[src/rtl/fifo_wr_arbiter.sv]
// fifo_wr_arbiter: round-robin, burst-capable arbiter sharing one FIFO write port between NUM_REQ requesters
// Ports: clk/reset (sync, active-high); req/req_data from requesters; grant one-hot back to them;
// fifo_full/fifo_A_full from the FIFO; fifo_write_en/fifo_write_data to the FIFO;
// owner_valid/owner_id expose the current or most recent burst owner.
module fifo_wr_arbiter #(
    parameter int NUM_REQ       = 4,
    parameter int DATA_BIT_SIZE = 8,
    parameter int MAX_BURST     = 4,
    parameter int ID_W          = 2
) (
    input  logic                             clk,
    input  logic                             reset,
    input  logic [NUM_REQ-1:0]               req,
    input  logic [NUM_REQ*DATA_BIT_SIZE-1:0] req_data,
    output logic [NUM_REQ-1:0]               grant,
    input  logic                             fifo_full,
    input  logic                             fifo_A_full,
    output logic                             fifo_write_en,
    output logic [DATA_BIT_SIZE-1:0]         fifo_write_data,
    output logic                             owner_valid,
    output logic [ID_W-1:0]                  owner_id
);
    typedef enum logic {IDLE, BURST} state_t;
    localparam logic [3:0] BURST_LIM = 4'(MAX_BURST);

    state_t          state_q, state_d;
    logic [ID_W-1:0] rr_ptr_q, rr_ptr_d;
    logic [ID_W-1:0] owner_q, owner_d;
    logic [3:0]      burst_cnt_q, burst_cnt_d;
    logic            gnt_en;
    logic [ID_W-1:0] gnt_idx;
    logic            own_req;
    logic [ID_W:0]   search;

    // Pointer arithmetic wraps at NUM_REQ, not 2**ID_W.
    function automatic logic [ID_W-1:0] inc(input logic [ID_W-1:0] p);
        return (int'(p) == NUM_REQ - 1) ? '0 : p + 1'b1;
    endfunction

    function automatic logic req_bit(input logic [NUM_REQ-1:0] r, input logic [ID_W-1:0] p);
        logic b;
        b = 1'b0;
        for (int i = 0; i < NUM_REQ; i++) if (int'(p) == i) b = r[i];
        return b;
    endfunction

    // Returns {found, index}; scanning from the far end lets the offset closest to p win.
    function automatic logic [ID_W:0] pick(input logic [NUM_REQ-1:0] r, input logic [ID_W-1:0] p);
        logic [ID_W:0] res;
        int s;
        res = '0;
        for (int i = NUM_REQ - 1; i >= 0; i--) begin
            s = int'(p) + i;
            if (s >= NUM_REQ) s = s - NUM_REQ;
            if (r[s]) res = {1'b1, ID_W'(s)};
        end
        return res;
    endfunction

    always_comb begin
        state_d     = state_q;
        rr_ptr_d    = rr_ptr_q;
        owner_d     = owner_q;
        burst_cnt_d = burst_cnt_q;
        gnt_en      = 1'b0;
        gnt_idx     = owner_q;
        own_req     = req_bit(req, owner_q);
        // A dropped burst re-arbitrates this cycle from the slot after the old owner.
        search      = pick(req, (state_q == BURST) ? inc(owner_q) : rr_ptr_q);
        if (!reset && !fifo_full) begin
            if (state_q == BURST && own_req) begin
                gnt_en      = 1'b1;
                burst_cnt_d = burst_cnt_q + 4'd1;
                if (burst_cnt_d == BURST_LIM || fifo_A_full) begin
                    state_d  = IDLE;
                    rr_ptr_d = inc(owner_q);
                end
            end else begin
                if (state_q == BURST) begin
                    state_d  = IDLE;
                    rr_ptr_d = inc(owner_q);
                end
                if (search[ID_W]) begin
                    gnt_en      = 1'b1;
                    gnt_idx     = search[ID_W-1:0];
                    owner_d     = gnt_idx;
                    burst_cnt_d = 4'd1;
                    if (MAX_BURST > 1 && !fifo_A_full) state_d = BURST;
                    else rr_ptr_d = inc(gnt_idx);
                end
            end
        end
    end

    always_comb begin
        fifo_write_data = '0;
        for (int i = 0; i < NUM_REQ; i++) begin
            grant[i] = gnt_en && (int'(gnt_idx) == i);
            fifo_write_data = fifo_write_data | (grant[i] ? req_data[i*DATA_BIT_SIZE +: DATA_BIT_SIZE] : '0);
        end
        fifo_write_en = gnt_en;
    end

    assign owner_valid = (state_q == BURST);
    assign owner_id    = owner_q;

    always_ff @(posedge clk) begin
        if (reset) begin
            state_q     <= IDLE;
            rr_ptr_q    <= '0;
            owner_q     <= '0;
            burst_cnt_q <= '0;
        end else begin
            state_q     <= state_d;
            rr_ptr_q    <= rr_ptr_d;
            owner_q     <= owner_d;
            burst_cnt_q <= burst_cnt_d;
        end
    end
endmodule

[config.mk]
export PLATFORM = sky130hd
export DESIGN_NAME = fifo_wr_arbiter
export DESIGN_NICKNAME = d
export VERILOG_FILES = /design/src/rtl/fifo_wr_arbiter.sv
export SDC_FILE = /design/constraint.sdc
export NUM_CORES = 1
export LEC_CHECK = 0
export CELL_PAD_IN_SITES_DETAIL_PLACEMENT = 0
export CELL_PAD_IN_SITES_GLOBAL_PLACEMENT = 1
export CORE_MARGIN = 2
export CORE_UTILIZATION = 27
export DETAILED_ROUTE_END_ITERATION = 10
export PLACE_DENSITY_LB_ADDON = 0.1
export SLEW_MARGIN = 20
export SYNTH_ARGS = -nofsm -noshare
export SYNTH_HDL_FRONTEND = slang
export SYNTH_SLANG_ARGS = --single-unit
[constraint.sdc]
create_clock -name clk -period 2.7 [get_ports clk]
set_input_delay 0.27 -clock clk [delete_from_list [all_inputs] [get_ports clk]]
set_output_delay 0.27 -clock clk [all_outputs]
set_load 0.01 [all_outputs]
==> results.py <==
metrics = {
    "pwr": {
        "p_total_uw": 732,
        "ir_drop_mv": 0.207,
        "cellLeakagePower_uw": 0.00111,
        "p_per_area_nw_per_um2": 288,
    },
    "status": {
        "violations": "negative setup slack",
        "outcome": "finished, violations left",
    },
    "placement": {
        "finalWeightedCongestion": 0.962,
        "hpwl_mm": 4.16,
        "pre_cts_slack_ps": -537,
        "portBuffers": 55,
        "dpl.cell_count": 322,
    },
    "timing": {
        "slew_headroom": 0.717,
        "period_minus_slack_ps": 2780,
        "finalHoldViolations": 0,
        "drv_slew": 0,
        "tightest_slew_ps": 421,
        "period_share": 1.03,
        "clock_skew_ps": 4.32,
        "setup_violations": 8,
        "final.setup.worst_slack_ps": -80.1,
        "holdWs_ps": 536,
        "timing.fmax_mhz": 360,
        "rsz0062_at_grt": "yes",
    },
    "worst_setup_path": {
        "reg2reg_slack_ps": 230,
        "rr_worst_depth": 11,
        "crit_fanout": 8,
        "worstPathRequired_ps": 2430,
        "cp_top_family": "compound AO/OA/AOI/OAI gates",
        "reg2reg_to": "burst_cnt_q[3]",
        "cp-start-kind": "flop",
        "cp_slowest_cell": "a2111oi_4",
        "crit_path_end_kind": "primary output",
        "crit_arrival_ps": 2510,
        "cp.depth": 10,
        "r2r_start": "owner_id[1]",
        "path_buf_inv": 3,
        "crit_path_cell_trace": "inv_4 -> ha_4 -> nand3b_1 -> a2111oi_4 -> a311o_1 -> buf_4 -> nor2b_4 -> a32o_1 -> a211o_1 -> buf_2",
        "crit_type": "reg2out",
        "crit_path_max_incr_delay_ps": 390,
    },
    "layout": {
        "most-common-layout-cells": "58 x buf_4, 39 x clkdlybuf4s50_1, 21 x nor2_1",
        "layout_commonest_cell": "buf_4",
        "diodes": 0,
        "nNetsFinal": 337,
        "final_layout_size_suffix_gt1_frac": 0.366,
        "syn2layout_area_growth_pct": 94.0,
        "stdcell_count": 344,
    },
    "synth": {
        "yosys-mux-area-fraction": 0.155,
        "postSynthAreaPerCell_um2": 7.35,
        "synth_simple_gate_area_frac": 0.268,
        "synthArstFlopShare": 0,
        "synth_adder_area_share": 0.0574,
        "syn_nets": 224,
        "yosysSeqAreaShare": 0.138,
        "yosys_most_used_dff": "dfxtp_1",
        "yosys.cell_types.count": 43,
        "yosys_register_bits": 9,
        "synth_top_family_by_area": "compound AO/OA/AOI/OAI gates",
        "synth_edf_count": 0,
        "synth_compound_area_frac": 0.327,
        "synth-warning-count": 0,
        "synth_area_um2": 1310,
        "synthCells": 178,
        "synth-xor-area-share": 0.00669,
    },
    "routing": {
        "remaining_drc_errors": 0,
        "wl_per_cell_um": 16.7,
        "drtIter0Drc": 101,
        "viasPerCell": 5.60,
        "finalWirelength_mm": 5.74,
        "ant_nets": 0,
        "vias": 1928,
        "dr.pass1.iters": 6,
    },
    "cts": {
        "cts_sinks": 9,
        "clock_latency_ps": 230,
        "htreeDepth": 1,
        "cts_buffer_depth": 2,
        "cts_tree": "done",
        "cts_hold_buf": 0,
        "numCtsBuffers": 3,
        "clockRootBuffer": "clkbuf_8",
        "clk_pin_slew_ps": 50,
    },
    "floorplan": {
        "std_cell_rows": 25,
        "start_util": 0.279,
        "dieArea_um2": 5420,
        "die_w_um": 73.6,
        "pin_count": 56,
        "coreArea_um2": 4690,
        "die_y_um": 73.6,
    },
    "global_route": {
        "grt_antenna_before_repair": 0,
        "gr-total-overflow": 0,
        "grt_start_max_net_pins": 11,
        "grt_pass1_wl_mm": 8.97,
        "grt_pass1_vias": 1924,
        "track_usage": 0.210,
    },
    "min_path": {
        "hold_path.class": "reg2reg",
        "worstHoldStart": "rr_ptr_q[0]",
        "hold_path_end": "rr_ptr_q[0]",
        "hold_depth": 2,
    },
    "flow_run": {
        "drv_cap": 0,
    },
}
[sequential cells by signal (all words and copies together) (netlist names)]
signal,cells
owner_id,2
owner_valid,1
rr_ptr_q,2
burst_cnt_q,4
[stage by stage]
stage / area (um^2) / setup TNS [ps] / utilization
floorplan: 1310 / 0 / -
global placement: 2230 / -4670 / 0.475
detailed placement: 2230 / -5550 / 0.475
CTS: 2480 / -526 / 0.529
global route: 2540 / -1220 / 0.541
finish: 2540 / -498 / 0.541
[cell usage after synthesis, types with 3 or more instances]
cell type,n,area share
a21oi_1,8,0.031
nor3_1,3,0.011
a211o_1,8,0.054
nor2_1,22,0.063
nor2b_1,8,0.038
mux2i_1,18,0.14
a32o_1,8,0.061
buf_2,3,0.011
o21ai_0,13,0.050
a311oi_1,3,0.020
ha_1,6,0.057
nand2_1,17,0.049
a31oi_1,4,0.019
a211oi_1,3,0.017
inv_1,4,0.011
nand4_1,4,0.019
clkbuf_1,5,0.014
dfxtp_1,9,0.14
[per-layer routing]
metal / share of wire / global-route usage / up-vias
li1: - / - / 917
met1: 0.42 / 0.259 / 912
met2: 0.50 / 0.366 / 83
met3: 0.060 / 0.0412 / 16
met4: 0.022 / 0.0626 / 0
met5: 0 / 0 / -
[worst register-to-register path, stage by stage (launching register included)]
cell,delay (ps)
dfxtp_4,360
inv_4,50
ha_4,150
nand3b_1,230
a2111oi_4,390
buf_4,190
a31oi_1,50
buf_4,160
buf_4,150
nor2_1,330
nand4bb_1,170
a21oi_1,170
[worst max-delay path by stage]
stage	start	to	slack, ps
final	owner_id[1]	fifo_write_data[0]	-80
after global routing	owner_id[1]	fifo_write_data[5]	-160
after CTS	owner_id[1]	fifo_write_data[0]	-80
after detailed placement	req[2]	fifo_write_data[7]	-540
after global placement	owner_id[0]	fifo_write_data[0]	-460
after floorplan	owner_id[1]	fifo_write_data[0]	7
[cell families after synthesis]
logic type,Yosys count
buffers and inverters,15
and+or+nand+nor,69
DFF,9
xor gates and xnor gates,1
muxes,20
adders and majority gates,6
AOI/OAI and AO/OA,58
[where the power goes]
part | switching [uW] | internal [uW]
registers | 8.76 | 139
clock network | 57.2 | 101
logic | 190 | 236
[final cells by class]
| type | instances | area (um^2) |
|---|---|---|
| timing repair buffer | 118 | 993 |
| clock buffer | 3 | 41.3 |
| inverter | 4 | 17.5 |
| tap | 54 | 67.6 |
| clock inverter | 1 | 5.00 |
| fill | 427 | 2150 |
| multi-input combinational | 155 | 1230 |
| sequential | 9 | 188 |
[timing repair]
item,in CTS,in global routing
cloned,1,0
gates resized for setup,77,13
setup endpoints to repair,12,12
setup buffers,15,2
pin swaps,24,15
No activity file was read; power rests on OpenSTA's default activity.
